===== config.mk =====
export PLATFORM = sky130hd
export DESIGN_NAME = memory_arbiter
export DESIGN_NICKNAME = d
export VERILOG_FILES = /design/src/rtl/memory_arbiter.sv
export SDC_FILE = /design/constraint.sdc
export NUM_CORES = 1
export LEC_CHECK = 0
export BUFFER_PORTS_ARGS = -buffer_cell sky130_fd_sc_hd__buf_2
export CAP_MARGIN = 20
export CORE_ASPECT_RATIO = 0.7
export CORE_MARGIN = 2
export CORE_UTILIZATION = 38
export DETAILED_ROUTE_END_ITERATION = 10
export HOLD_SLACK_MARGIN = 0.06
export PLACE_DENSITY = 0.77
export REMOVE_ABC_BUFFERS = 1
export SYNTH_ARGS = -nofsm -noshare
export SYNTH_HDL_FRONTEND = slang
export SYNTH_SLANG_ARGS = --single-unit

===== constraint.sdc =====
create_clock -name CLK -period 2.1 [get_ports CLK]
set_input_delay 0.42 -clock CLK [delete_from_list [all_inputs] [get_ports CLK]]
set_output_delay 0.42 -clock CLK [all_outputs]
set_load 0.01 [all_outputs]

===== src/rtl/memory_arbiter.sv =====
// memory_arbiter: arbitrates icache fetch and dcache load/store onto one single-ported RAM and
// returns registered one-cycle ihit/dhit pulses; a wait-state watchdog traps hung or faulted RAM.
module memory_arbiter #(
   parameter int TIMEOUT = 64
) (
   input  logic        CLK,
   input  logic        nRST,
   input  logic        iREN,
   input  logic [31:0] iaddr,
   input  logic        dREN,
   input  logic        dWEN,
   input  logic [31:0] daddr,
   input  logic [31:0] dstore,
   input  logic [1:0]  ramstate,
   input  logic [31:0] ramload,
   output logic        ihit,
   output logic [31:0] iload,
   output logic        dhit,
   output logic [31:0] dload,
   output logic        ramREN,
   output logic        ramWEN,
   output logic [31:0] ramaddr,
   output logic [31:0] ramstore,
   output logic        fault
);

   localparam int            CW      = $clog2(TIMEOUT + 1);
   localparam logic [CW-1:0] CNT_MAX = CW'(TIMEOUT);

   typedef enum logic [1:0] {RAM_FREE = 2'd0, RAM_BUSY = 2'd1, RAM_ACCESS = 2'd2, RAM_ERROR = 2'd3} ramstate_t;
   typedef enum logic [1:0] {IDLE, DACC, IACC, HALT} state_t;

   state_t        state_q, state_d;
   logic [CW-1:0] cnt_q, cnt_d;
   logic [CW-1:0] cnt_inc;
   logic          timed_out;
   logic          ihit_q, ihit_d;
   logic          dhit_q, dhit_d;
   logic [31:0]   iload_q, iload_d;
   logic [31:0]   dload_q, dload_d;
   ramstate_t     rs;
   logic          d_req;

   assign rs        = ramstate_t'(ramstate);
   assign d_req     = dREN | dWEN;
   assign cnt_inc   = (cnt_q == CNT_MAX) ? cnt_q : cnt_q + CW'(1);
   assign timed_out = (cnt_inc == CNT_MAX);

   // NOTE: every signal driven here gets a default first, so no path can infer a latch.
   always_comb begin
      state_d  = state_q;
      cnt_d    = cnt_q;
      ihit_d   = 1'b0;
      dhit_d   = 1'b0;
      iload_d  = iload_q;
      dload_d  = dload_q;
      ramREN   = 1'b0;
      ramWEN   = 1'b0;
      ramaddr  = '0;
      ramstore = '0;
      case (state_q)
         IDLE: begin
            cnt_d = '0;
            // The requester still holds its request during the hit cycle; sit that cycle out.
            if (!(ihit_q || dhit_q)) begin
               if (d_req)     state_d = DACC;
               else if (iREN) state_d = IACC;
            end
         end
         DACC: begin
            ramREN   = dREN;
            ramWEN   = dWEN;
            ramaddr  = daddr;
            ramstore = dstore;
            if (rs == RAM_ERROR)       state_d = HALT;
            else if (!d_req)           state_d = IDLE;
            else if (rs == RAM_ACCESS) begin
               state_d = IDLE;
               dhit_d  = 1'b1;
               if (dREN) dload_d = ramload;
            end else begin
               cnt_d = cnt_inc;
               if (timed_out) state_d = HALT;
            end
         end
         IACC: begin
            ramREN  = 1'b1;
            ramaddr = iaddr;
            if (rs == RAM_ERROR)       state_d = HALT;
            else if (!iREN)            state_d = IDLE;
            else if (rs == RAM_ACCESS) begin
               state_d = IDLE;
               ihit_d  = 1'b1;
               iload_d = ramload;
            end else begin
               cnt_d = cnt_inc;
               if (timed_out) state_d = HALT;
            end
         end
         HALT:    state_d = HALT;
         default: state_d = IDLE;
      endcase
   end

   // NOTE: registers use non-blocking assignments so every flop samples pre-edge values.
   always_ff @(posedge CLK or negedge nRST) begin
      if (!nRST) begin
         state_q <= IDLE;
         cnt_q   <= '0;
         ihit_q  <= 1'b0;
         dhit_q  <= 1'b0;
         iload_q <= '0;
         dload_q <= '0;
      end else begin
         state_q <= state_d;
         cnt_q   <= cnt_d;
         ihit_q  <= ihit_d;
         dhit_q  <= dhit_d;
         iload_q <= iload_d;
         dload_q <= dload_d;
      end
   end

   assign ihit  = ihit_q;
   assign dhit  = dhit_q;
   assign iload = iload_q;
   assign dload = dload_q;
   assign fault = (state_q == HALT);

endmodule


==> results of run 1 <==
## power breakdown
part           switching, mW  internal [mW]
clock                  0.584          0.986
combinational         0.0905         0.0970
sequential                 0           1.45
total                  0.674           2.53
## layout by cell type (no fill, tap or decap), types with 4 or more instances in the layout
cell type and count:
a22oi_1 9, dfrtp_1 73, o21ai_0 5, nand2_1 9, nand3_1 5, nor2b_1 35, buf_4 9, nor2_1 8
mux2_2 65, clkbuf_16 11, and2_1 34, a32o_1 5, buf_2 268, inv_1 5, nor3_1 4, a22oi_2 23
buf_12 6
## layer usage
layer	vias to the layer above	GRT usage	share of wire
met5	-	0	0
met4	0	0.03796	0.0069
met3	8	0.04548	0.050
met2	135	0.3627	0.51
met1	1934	0.2661	0.43
li1	1803	-	-
## synthesized netlist by cell type, types with 3 or more instances
cell type / n
dfrtp_1: 75
mux2_2: 65
and2_1: 35
nor2b_1: 35
a22oi_1: 32
clkbuf_1: 19
nand2_1: 9
nor2_1: 8
inv_1: 7
ha_1: 6
a32o_1: 5
buf_1: 5
nand3_1: 5
o21ai_0: 5
nor3_1: 4
a221oi_1: 3
a311o_1: 3
buf_2: 3
## worst max-delay path by stage
stage                                       from                   end  slack, ps  cells past startpoint
after detailed placement  state_q[0]$_DFFE_PN0P_  cnt_q[2]$_DFFE_PN0P_        120                      6
final                     state_q[1]$_DFFE_PN0P_           ramaddr[17]         30                      6
after global routing      state_q[1]$_DFFE_PN0P_           ramaddr[11]        -30                      6
after global placement    state_q[0]$_DFFE_PN0P_  cnt_q[2]$_DFFE_PN0P_        170                      6
after CTS                 state_q[1]$_DFFE_PN0P_           ramaddr[28]        -30                      5
after floorplan           state_q[1]$_DFFE_PN0P_  dload[0]$_DFFE_PN0P_      -1340                      4
## through the flow
step / util / power, mW / TNS, ps / cells
after floorplan: - / 1.480 / -90040 / 325
after global placement: 0.5363 / 1.643 / 0 / 734
after detailed placement: 0.5363 / 1.649 / 0 / 734
after CTS: 0.5781 / 3.224 / -365.3 / 755
after global routing: 0.5973 / 3.314 / -289.1 / 761
final: 0.5973 / 3.203 / 0 / 761
## cells by family after synthesis
kind of cell | count (synthesis) | synth area share
AO/OA/AOI/OAI | 63 | 0.1234
XOR/XNOR | 2 | 0.004430
adder cells (fa/ha/maj) | 6 | 0.01898
buffers and inverters | 34 | 0.03322
flip-flops | 75 | 0.4745
multiplexers | 65 | 0.1851
AND/OR/NAND/NOR | 107 | 0.1604
## what timing repair did
action,CTS,global route
cloned,1,3
endpoints found under the setup margin,62,35
pin swaps,0,2
resized for setup,10,30
setup buffers,4,3
## worst reg2reg max path, delay by kind of cell (launching register included)
kind / cells / cell delay [ps]
DFF: 1 / 430
adders and majority gates: 1 / 200
AOI/OAI and AO/OA: 3 / 980
buffers and inverters: 2 / 300
## sequential cells by signal, summed over array words and instances (netlist names)
name and cells:
cnt_q 7, dload 32, iload 32, state_q 2, dhit 1, ihit 1
## layout make-up
class	instances	share of cell area
sequential	75	0.3073
timing repair buffer	288	0.2664
tap	132	0.02700
inverter	7	0.004296
multi-input combinational	243	0.3441
clock buffer	11	0.04133
clock inverter	5	0.009615
==> results_tabular.tex, run 1 <==
\begin{tabular}{lr}
\hline
Metric & Value \\
\hline
\multicolumn{2}{l}{\textbf{Synth}} \\
\quad Synthesized instance count & 352 \\
\quad Synth top area cells & dfrtp\_1 47\%, mux2\_2 19\%, a22oi\_1 6.1\%, and2\_1 5.5\%, nor2b\_1 5.5\% \\
\quad Sequential cell area fraction in the yosys report & 0.4745 \\
\quad Share of Yosys cell area claimed by the top area cell type & 0.4745 \\
\quad Synthesis-stage register bit count & 75 \\
\quad Area of the mapped netlist & approximately 4000 um2 \\
\quad Distinct cell type count after synthesis & 39 \\
\quad Flip-flop cell with the highest count after synthesis & dfrtp\_1 \\
\quad Dominant cell type by area after synthesis & dfrtp\_1 \\
\quad Syn\_area\_per\_cell & 11.24 um2 \\
\quad Count of warnings emitted by yosys & 0 \\
\quad Count of flip-flops with a built-in enable after synthesis & 0 \\
\quad Fraction of registers with async set/reset & 1.000 \\
\multicolumn{2}{l}{\textbf{Drt}} \\
\quad Routed vias & 3880 \\
\quad Vias per cell & 5.099 \\
\quad Number of detailed-route iterations in the first pass & 4 \\
\quad Final routed wirelength across all metal layers & approximately 13 mm \\
\quad First DRT Iteration DRCs & 207 \\
\quad Routed WL per cell & 16.95 um \\
\quad DRC viols & 0 \\
\quad Post-detailed-route count of antenna-violating nets & 0 \\
\multicolumn{2}{l}{\textbf{Status}} \\
\quad Run status & completed \\
\multicolumn{2}{l}{\textbf{Final layout}} \\
\quad Area taken by flip-flops and latches & 1879 um2 \\
\quad Footprint of the multi-input gates & 2105 um2 \\
\quad Share of cells above drive strength 1 & 0.6439 \\
\quad Area grow syn2layout & 54.63\% \\
\quad Total non-filler cell area in the finished layout & 6116 um2 \\
\quad Count of antenna diodes in the layout & 0 \\
\quad Number of filler instances in the final layout & 843 \\
\quad Post-layout net count & between 700 and 800 \\
\multicolumn{2}{l}{\textbf{Worst setup path}} \\
\quad Critical Path Fanout Max & 8 \\
\quad Critical path required time & 1680 ps \\
\quad R2R Setup Slk & 90 ps \\
\quad Cell family with most CP delay & buffers and inverters \\
\quad Critical path class & reg -> out \\
\quad Crit path arrival time & 1650 ps \\
\quad Cell with the largest stage delay on the worst path & dfrtp\_2 \\
\quad Critical-path cell list & buf\_6 -> ha\_4 -> clkbuf\_16 -> a22oi\_2 -> nor2b\_1 -> buf\_2 \\
\quad CP startpoint kind & flop \\
\quad Buffers plus inverters on the worst setup path & 3 \\
\quad R2R Path Start & state\_q[1]\$\_DFFE\_PN0P\_ \\
\quad R2R depth & 6 \\
\quad R2r endpoint & cnt\_q[4]\$\_DFFE\_PN0P\_ \\
\quad Largest stage delay on the critical path & 430 ps \\
\quad Worst setup EP type & output pin \\
\multicolumn{2}{l}{\textbf{STA}} \\
\quad Final period util & 0.9878 \\
\quad Max Slew Vio Count & 0 \\
\quad Final critical-path required period & 2074 ps \\
\quad Final Hold Vio Count & 0 \\
\quad Max-Slew Margin vs Limit & 0.6662 \\
\quad Worst Slack Setup Final & roughly 26 ps \\
\quad RSZ-0062 raised after global routing & yes \\
\quad Maximum achievable frequency & 482.1 MHz \\
\quad Final setup viols & 0 \\
\quad Setup Skew & $\sim$10 ps \\
\quad Actual transition at the worst max-transition pin & 500.7 ps \\
\quad Worst slack on hold paths & 102.2 ps \\
\multicolumn{2}{l}{\textbf{Clock network}} \\
\quad Clock root buffer & clkbuf\_16 \\
\quad CTS tree & yes \\
\quad Hold Buf Count CTS & 0 \\
\quad Count of clock tree sinks & 75 \\
\quad Number of H-tree levels & 3 \\
\quad Clock Latency Late Sink & 330 ps \\
\quad Register clock-pin slew on the reported worst setup and hold paths & roughly 60 ps \\
\quad TritonCTS Buffers & 9 \\
\quad Max Root-Sink Buffers & 2 \\
\multicolumn{2}{l}{\textbf{Pwr}} \\
\quad Max rail drop VDD & 0.3843 mV \\
\quad Pwr per Cell Area & 523.7 nW/um2 \\
\quad Leakage dissipation & 3.330 nW \\
\multicolumn{2}{l}{\textbf{Global route}} \\
\quad Overall track demand over capacity in global routing & 0.2054 \\
\quad Largest net degree at the start of global routing & between 70 and 80 \\
\quad Vias in the first global route & 3550 \\
\quad Global-route wire length before repair & 18.37 mm \\
\quad Antenna violations before repair & 0 \\
\quad Aggregate global routing overflow & 0 \\
\multicolumn{2}{l}{\textbf{Min path}} \\
\quad Class of the tightest hold or removal check & in -> async \\
\multicolumn{2}{l}{\textbf{Floorplan}} \\
\quad Placeable core area & 10240 um2 \\
\quad Count of pins on the block boundary & 268 \\
\quad Standard-cell rows & 31 \\
\quad Die Wd & between 100 and 150 um \\
\quad Die area & 11250 um2 \\
\quad Die span in y & $\sim$90 um \\
\quad Initial standard-cell utilization of the core & 0.3862 \\
\multicolumn{2}{l}{\textbf{Place}} \\
\quad Final RePlAce weighted congestion & 0.8454 \\
\quad Standard cell area after detailed placement & approximately 5500 um2 \\
\quad Count of input and output buffers & 267 \\
\quad Pre-CTS WS & 116.8 ps \\
\quad Detailed Place HPWL & 9.139 mm \\
\multicolumn{2}{l}{\textbf{Flow run}} \\
\quad Total of max-cap violations & 0 \\
\hline
\end{tabular}
Power figures use the tool's default switching activity.
==> inputs of run 2 (changes only) <==
--- a/config.mk
+++ b/config.mk
@@ -13,4 +13,5 @@
 export DETAILED_ROUTE_END_ITERATION = 10
 export HOLD_SLACK_MARGIN = 0.06
+export MAX_ROUTING_LAYER = met4
 export PLACE_DENSITY = 0.77
 export REMOVE_ABC_BUFFERS = 1
==> constraint.sdc (replaced) <==
create_clock -name CLK -period 2.1 [get_ports CLK]
set_input_delay 0.315 -clock CLK [delete_from_list [all_inputs] [get_ports CLK]]
set_output_delay 0.315 -clock CLK [all_outputs]
set_load 0.01 [all_outputs]
==> results_tabular.tex, run 2 (synthesis gave the netlist of run 1 again) <==
\begin{tabular}{lr}
\hline
Metric & Value \\
\hline
\multicolumn{2}{l}{\textbf{Final layout}} \\
\quad Total non-filler cell area in the finished layout & 5946 um2 (was 6116 um2) \\
\quad Most frequent cells in the layout & 267 x buf\_2, 73 x dfrtp\_1, 65 x mux2\_2 (was 268 x buf\_2, 73 x dfrtp\_1, 65 x mux2\_2) \\
\quad Share of cells above drive strength 1 & 0.6003 (was 0.6439) \\
\quad Area grow syn2layout & 50.33\% (was 54.63\%) \\
\quad Count of antenna diodes in the layout & 0 (unchanged) \\
\quad Area taken by flip-flops and latches & 1879 um2 (unchanged) \\
\quad Footprint of the multi-input gates & 1976 um2 (was 2105 um2) \\
\quad Core occupancy in the finished layout & 0.5806 (was 0.5973) \\
\quad Number of filler instances in the final layout & 874 (was 843) \\
\quad Post-layout net count & 759 (was 765) \\
\quad Commonest non-fill, non-tap cell in the layout & buf\_2 (unchanged) \\
\multicolumn{2}{l}{\textbf{Floorplan}} \\
\quad Placeable core area & 10240 um2 (unchanged) \\
\quad Die Wd & 125.9 um (unchanged) \\
\quad Count of pins on the block boundary & 268 (unchanged) \\
\quad Standard-cell rows & 31 (unchanged) \\
\quad Die span in y & 89.36 um (unchanged) \\
\quad Initial standard-cell utilization of the core & 0.3862 (unchanged) \\
\quad Die area & 11250 um2 (unchanged) \\
\multicolumn{2}{l}{\textbf{Drt}} \\
\quad First DRT Iteration DRCs & 177 (was 207) \\
\quad Vias per cell & 4.987 (was 5.099) \\
\quad Routed length on met3 & 706 um (was 649 um) \\
\quad Routed vias & 3765 (was 3880) \\
\quad Routed WL per cell & 16.27 um (was 16.95 um) \\
\quad DRC viols & 0 (unchanged) \\
\quad Uppermost routed layer & met4 (unchanged) \\
\quad Length of routed wiring on met1 & 5.374 mm (was 5.577 mm) \\
\quad Final routed wirelength across all metal layers & 12.29 mm (was 12.90 mm) \\
\quad Post-detailed-route count of antenna-violating nets & 0 (unchanged) \\
\quad Met2 wire length & 6.118 mm (was 6.581 mm) \\
\quad Number of detailed-route iterations in the first pass & 4 (unchanged) \\
\multicolumn{2}{l}{\textbf{Global route}} \\
\quad Vias in the first global route & 3577 (was 3550) \\
\quad Largest net degree at the start of global routing & 48 (was 76) \\
\quad Global-route wire length before repair & 18.20 mm (was 18.37 mm) \\
\quad Aggregate global routing overflow & 0 (unchanged) \\
\quad Overall track demand over capacity in global routing & 0.2095 (was 0.2054) \\
\quad Antenna violations before repair & 0 (unchanged) \\
\multicolumn{2}{l}{\textbf{Flow run}} \\
\quad Total of max-cap violations & 0 (unchanged) \\
\multicolumn{2}{l}{\textbf{Clock network}} \\
\quad Register clock-pin slew on the reported worst setup and hold paths & 60 ps (about the same) \\
\quad CTS tree & yes (unchanged) \\
\quad Clock root buffer & clkbuf\_16 (unchanged) \\
\quad Count of clock tree sinks & 75 (unchanged) \\
\quad Max Root-Sink Buffers & 2 (unchanged) \\
\quad Clock Latency Late Sink & 330 ps (about the same) \\
\quad TritonCTS Buffers & 9 (unchanged) \\
\quad Number of H-tree levels & 3 (unchanged) \\
\multicolumn{2}{l}{\textbf{STA}} \\
\quad Worst slack on hold paths & 227.9 ps (was 102.2 ps) \\
\quad Final setup viols & 0 (unchanged) \\
\quad Actual transition at the worst max-transition pin & 650.0 ps (was 500.7 ps) \\
\quad Max-Slew Margin vs Limit & 0.5667 (was 0.6662) \\
\quad Final Hold Vio Count & 0 (unchanged) \\
\quad Worst Slack Setup Final & 69.37 ps (was 25.58 ps) \\
\quad Setup Skew & 5.527 ps (was 9.746 ps) \\
\quad Final critical-path required period & 2031 ps (was 2074 ps) \\
\quad Final period util & 0.9670 (was 0.9878) \\
\quad Maximum achievable frequency & 492.5 MHz (was 482.1 MHz) \\
\quad Max Slew Vio Count & 0 (unchanged) \\
\multicolumn{2}{l}{\textbf{Worst setup path}} \\
\quad R2R Path Start & state\_q[0]\$\_DFFE\_PN0P\_ (was state\_q[1]\$\_DFFE\_PN0P\_) \\
\quad Crit path arrival time & 1720 ps (was 1650 ps) \\
\quad Critical path required time & 1780 ps (was 1680 ps) \\
\quad CP startpoint kind & flop (unchanged) \\
\quad R2R Setup Slk & 70 ps (was 90 ps) \\
\quad Critical path class & reg -> out (unchanged) \\
\quad Worst setup EP type & output pin (unchanged) \\
\quad Critical Path Fanout Max & 21 (was 8) \\
\quad R2R depth & 6 (unchanged) \\
\quad R2r endpoint & cnt\_q[2]\$\_DFFE\_PN0P\_ (was cnt\_q[4]\$\_DFFE\_PN0P\_) \\
\multicolumn{2}{l}{\textbf{Place}} \\
\quad Count of input and output buffers & 267 (unchanged) \\
\quad Detailed Place HPWL & 9.066 mm (was 9.139 mm) \\
\quad Final RePlAce weighted congestion & 0.8498 (was 0.8454) \\
\quad Standard cell area after detailed placement & 5479 um2 (was 5492 um2) \\
\quad Pre-CTS WS & 135.1 ps (was 116.8 ps) \\
\multicolumn{2}{l}{\textbf{Status}} \\
\quad Run status & completed (unchanged) \\
\multicolumn{2}{l}{\textbf{Pwr}} \\
\quad Pwr per Cell Area & 549.9 nW/um2 (was 523.7 nW/um2) \\
\quad Max rail drop VDD & 0.3478 mV (was 0.3843 mV) \\
\quad Leakage dissipation & 3.293 nW (was 3.330 nW) \\
\quad PnR Total Power & 3.269 mW (was 3.203 mW) \\
\multicolumn{2}{l}{\textbf{Min path}} \\
\quad Hold EP & iload[15]\$\_DFFE\_PN0P\_ \\
\quad Worst hold path cell count & 2 \\
\quad Class of the tightest hold or removal check & in -> reg (was in -> async) \\
\quad Worst hold start & ramload[15] \\
\hline
\end{tabular}
## run 2: power breakdown
group | total (mW) | leakage, nW | switching [mW] | internal (mW)
sequential | 1.45 | 1.04 | 0 | 1.45
clock | 1.65 | 0.155 | 0.575 | 1.07
combinational | 0.177 | 2.10 | 0.0809 | 0.0963
total | 3.27 | 3.29 | 0.656 | 2.61
## run 2: worst max-delay path: stages, from the launching register on
cell and delay [ps]:
dfrtp_2 430, inv_4 70, ha_2 390, clkbuf_16 210
nor2b_1 150, buf_2 140
## run 2: area by class of cell
type,count,share of cell area
multi-input combinational,243,0.3323
clock inverter,6,0.01494
sequential,75,0.3161
inverter,7,0.004840
tap,132,0.02778
clock buffer,10,0.04019
timing repair buffer,282,0.2639
## run 2: repair_timing
item,in CTS,in global routing
hold buffers,1,0
hold endpoints to repair,28,0
gates cloned,1,1
buffers inserted,1,1
gates resized for setup,8,8
endpoints found under the setup margin,63,47
## run 2: metal layers
metal	vias up	global-route usage
met5	-	-
met4	0	0.05295
met3	10	0.05027
met2	129	0.3382
met1	1831	0.2693
li1	1795	-
## run 2: per-stage QoR
stage | std cells | setup TNS (ps)
CTS | 753 | -13.94
floorplan | 325 | -83110
global placement | 734 | 0
finish | 755 | 0
global route | 755 | -10.50
detailed placement | 734 | 0
## run 2: worst max path at each step
stage | cells after the start | to | startpoint
after floorplan | 4 | dload[0]$_DFFE_PN0P_ | state_q[1]$_DFFE_PN0P_
after global placement | 6 | cnt_q[2]$_DFFE_PN0P_ | state_q[0]$_DFFE_PN0P_
after detailed placement | 6 | cnt_q[2]$_DFFE_PN0P_ | state_q[1]$_DFFE_PN0P_
after CTS | 6 | ramaddr[19] | state_q[0]$_DFFE_PN0P_
after global routing | 6 | cnt_q[2]$_DFFE_PN0P_ | state_q[0]$_DFFE_PN0P_
final | 5 | ramaddr[18] | state_q[0]$_DFFE_PN0P_
==> inputs of run 3 (changes only) <==
SETUP_SLACK_MARGIN = 0.4   (was unset)
==> results_tabular.tex, run 3 (synthesis gave the netlist of run 1 again) <==
\begin{tabular}{lr}
\hline
Metric & Value \\
\hline
\multicolumn{2}{l}{\textbf{Place}} \\
\quad Final RePlAce weighted congestion & 0.8498 (unchanged) \\
\quad Count of input and output buffers & 267 (unchanged) \\
\quad Instance count after placement with tap cells included & 734 (unchanged) \\
\quad Detailed Place HPWL & 9.066 mm (unchanged) \\
\multicolumn{2}{l}{\textbf{Clock network}} \\
\quad Max Root-Sink Buffers & 2 (unchanged) \\
\quad Count of clock tree sinks & 75 (unchanged) \\
\quad Clock root buffer & clkbuf\_16 (unchanged) \\
\quad Clock Latency Late Sink & 330 ps (about the same) \\
\quad CTS tree & yes (unchanged) \\
\quad Register clock-pin slew on the reported worst setup and hold paths & 60 ps (about the same) \\
\quad Number of H-tree levels & 3 (unchanged) \\
\quad TritonCTS Buffers & 9 (unchanged) \\
\multicolumn{2}{l}{\textbf{STA}} \\
\quad Setup Skew & 6.486 ps (was 5.527 ps) \\
\quad Final setup viols & 0 (unchanged) \\
\quad Final period util & 0.9592 (was 0.9670) \\
\quad Max-Slew Margin vs Limit & 0.5651 (was 0.5667) \\
\quad Final Hold Vio Count & 0 (unchanged) \\
\quad Actual transition at the worst max-transition pin & 652.3 ps (was 650.0 ps) \\
\quad Max Slew Vio Count & 0 (unchanged) \\
\quad Maximum achievable frequency & 496.5 MHz (was 492.5 MHz) \\
\quad Final critical-path required period & 2014 ps (was 2031 ps) \\
\quad Worst slack on hold paths & 224.7 ps (was 227.9 ps) \\
\quad RSZ-0062 raised after global routing & yes \\
\multicolumn{2}{l}{\textbf{Global route}} \\
\quad Overall track demand over capacity in global routing & 0.2271 (was 0.2095) \\
\quad Vias in the first global route & 3727 (was 3577) \\
\quad Largest net degree at the start of global routing & 48 (unchanged) \\
\quad Aggregate global routing overflow & 0 (unchanged) \\
\quad Global-route wire length before repair & 19.44 mm (was 18.20 mm) \\
\quad Antenna violations before repair & 0 (unchanged) \\
\multicolumn{2}{l}{\textbf{Floorplan}} \\
\quad Die Wd & 125.9 um (unchanged) \\
\quad Die area & 11250 um2 (unchanged) \\
\quad Standard-cell rows & 31 (unchanged) \\
\quad Die span in y & 89.36 um (unchanged) \\
\quad Initial standard-cell utilization of the core & 0.3862 (unchanged) \\
\quad Count of pins on the block boundary & 268 (unchanged) \\
\quad Placeable core area & 10240 um2 (unchanged) \\
\multicolumn{2}{l}{\textbf{Final layout}} \\
\quad Commonest non-fill, non-tap cell in the layout & buf\_2 (unchanged) \\
\quad Most frequent cells in the layout & 242 x buf\_2, 73 x dfrtp\_1, 65 x mux2\_2 (was 267 x buf\_2, 73 x dfrtp\_1, 65 x mux2\_2) \\
\quad Post-layout net count & 779 (was 759) \\
\quad Area grow syn2layout & 67.04\% (was 50.33\%) \\
\quad Count of antenna diodes in the layout & 0 (unchanged) \\
\quad Share of cells above drive strength 1 & 0.6719 (was 0.6003) \\
\quad Final instance count without filler cells & 775 (was 755) \\
\quad Number of filler instances in the final layout & 790 (was 874) \\
\multicolumn{2}{l}{\textbf{Drt}} \\
\quad First DRT Iteration DRCs & 190 (was 177) \\
\quad Routed WL per cell & 18.98 um (was 16.27 um) \\
\quad Final routed wirelength across all metal layers & 14.71 mm (was 12.29 mm) \\
\quad Post-detailed-route count of antenna-violating nets & 0 (unchanged) \\
\quad Routed vias & 4074 (was 3765) \\
\quad Number of detailed-route iterations in the first pass & 4 (unchanged) \\
\quad DRC viols & 0 (unchanged) \\
\quad Vias per cell & 5.257 (was 4.987) \\
\multicolumn{2}{l}{\textbf{Pwr}} \\
\quad Clock share of power & 0.504 (about the same) \\
\quad Part of the power in registers & 0.439 (was 0.442) \\
\quad Leakage dissipation & 3.526 nW (was 3.293 nW) \\
\quad Portion of total power attributed to combinational logic & 0.057 (was 0.054) \\
\quad Total net switching power & 681.4 uW (was 656.4 uW) \\
\quad Pwr per Cell Area & 498.8 nW/um2 (was 549.9 nW/um2) \\
\quad Net Sw Frac & 0.2068 (was 0.2008) \\
\quad Max rail drop VDD & 0.3550 mV (was 0.3478 mV) \\
\quad Internal power consumption & 2.614 mW (was 2.613 mW) \\
\multicolumn{2}{l}{\textbf{Worst setup path}} \\
\quad Worst setup EP type & output pin (unchanged) \\
\quad Critical Path Fanout Max & 8 (was 21) \\
\quad Critical path required time & 1780 ps (about the same) \\
\quad R2R depth & 6 (unchanged) \\
\quad Crit path arrival time & 1700 ps (was 1720 ps) \\
\quad CP startpoint kind & flop (unchanged) \\
\quad Critical path class & reg -> out (unchanged) \\
\multicolumn{2}{l}{\textbf{Min path}} \\
\quad Worst hold path cell count & 2 (unchanged) \\
\quad Class of the tightest hold or removal check & in -> reg (unchanged) \\
\multicolumn{2}{l}{\textbf{Flow run}} \\
\quad Total of max-cap violations & 0 (unchanged) \\
\multicolumn{2}{l}{\textbf{Status}} \\
\quad Run status & completed (unchanged) \\
\hline
\end{tabular}
==> run 3: cell types whose count changed in the layout (fill, tap and decap cells not counted), sizes merged <==
| cell | previous run | this run |
|---|---|---|
| clkbuf | 11 | 15 |
| buf | 279 | 295 |
==> run 3: metrics by stage <==
| stage | setup TNS (ps) | power [mW] | instance area (um2) | utilization | setup WS (ps) |
|---|---|---|---|---|---|
| after CTS | 0 | 3.320 | 6121 | 0.5978 | 104.5 |
| after detailed placement | 0 | 1.649 | 5479 | 0.5351 | 135.1 |
| after global routing | 0 | 3.411 | 6606 | 0.6452 | 8.587 |
| after floorplan | -83110 | 1.480 | 3850 | - | -1343 |
| after global placement | 0 | 1.643 | 5479 | 0.5351 | 195.6 |
| final | 0 | 3.295 | 6606 | 0.6452 | 85.71 |
==> run 3: final cells by class <==
cell class | instances | area (um2) | area share
inverter | 7 | 28.78 | 0.004356
tap | 132 | 165.2 | 0.02500
timing repair buffer | 302 | 2057 | 0.3114
clock buffer | 10 | 239.0 | 0.03617
multi-input combinational | 243 | 2148 | 0.3252
clock inverter | 6 | 88.84 | 0.01345
sequential | 75 | 1879 | 0.2845
==> run 3: repair_timing <==
item | CTS | global route
endpoints found under the hold margin | 28 | 0
setup endpoints to repair | 139 | 140
pin swaps | 1 | 11
setup buffers | 8 | 5
hold buffers | 1 | 0
gates resized for setup | 26 | 68
cloned | 5 | 6
==> run 3: power groups by stage <==
stage	Sequential [mW]	Clock, mW	Combinational, mW
detailed placement	1.47	0	0.177
global placement	1.47	0	0.172
CTS	1.45	1.69	0.181
global route	1.44	1.76	0.209
floorplan	1.47	0	0.00811
finish	1.45	1.66	0.188
==> run 3: path summary, 6_finish.rpt <==
path / startpoint / end / slack (ps)
min reg2reg: dload[29]$_DFFE_PN0P_ / dload[29]$_DFFE_PN0P_ / 500
min: ramload[15] / iload[15]$_DFFE_PN0P_ / 220
min in group asynchronous: nRST / dload[10]$_DFFE_PN0P_ / 540
max in group asynchronous: nRST / state_q[1]$_DFFE_PN0P_ / 850
max: state_q[1]$_DFFE_PN0P_ / ramaddr[1] / 90
max reg2reg: state_q[0]$_DFFE_PN0P_ / cnt_q[3]$_DFFE_PN0P_ / 90
==> run 3: per-layer routing <==
layer,wire length [um],vias up,track usage
met5,0,-,-
met4,155,0,0.05295
met3,914,20,0.05147
met2,7463,182,0.3715
met1,6180,2034,0.2919
li1,-,1838,-
==> run 3: worst max-delay path, stage by stage, from the launching register on <==
cell and delay [ps]:
dfrtp_2 440, inv_4 100, ha_4 260, buf_12 170, a22oi_1 80, nor2b_1 150, buf_2 160
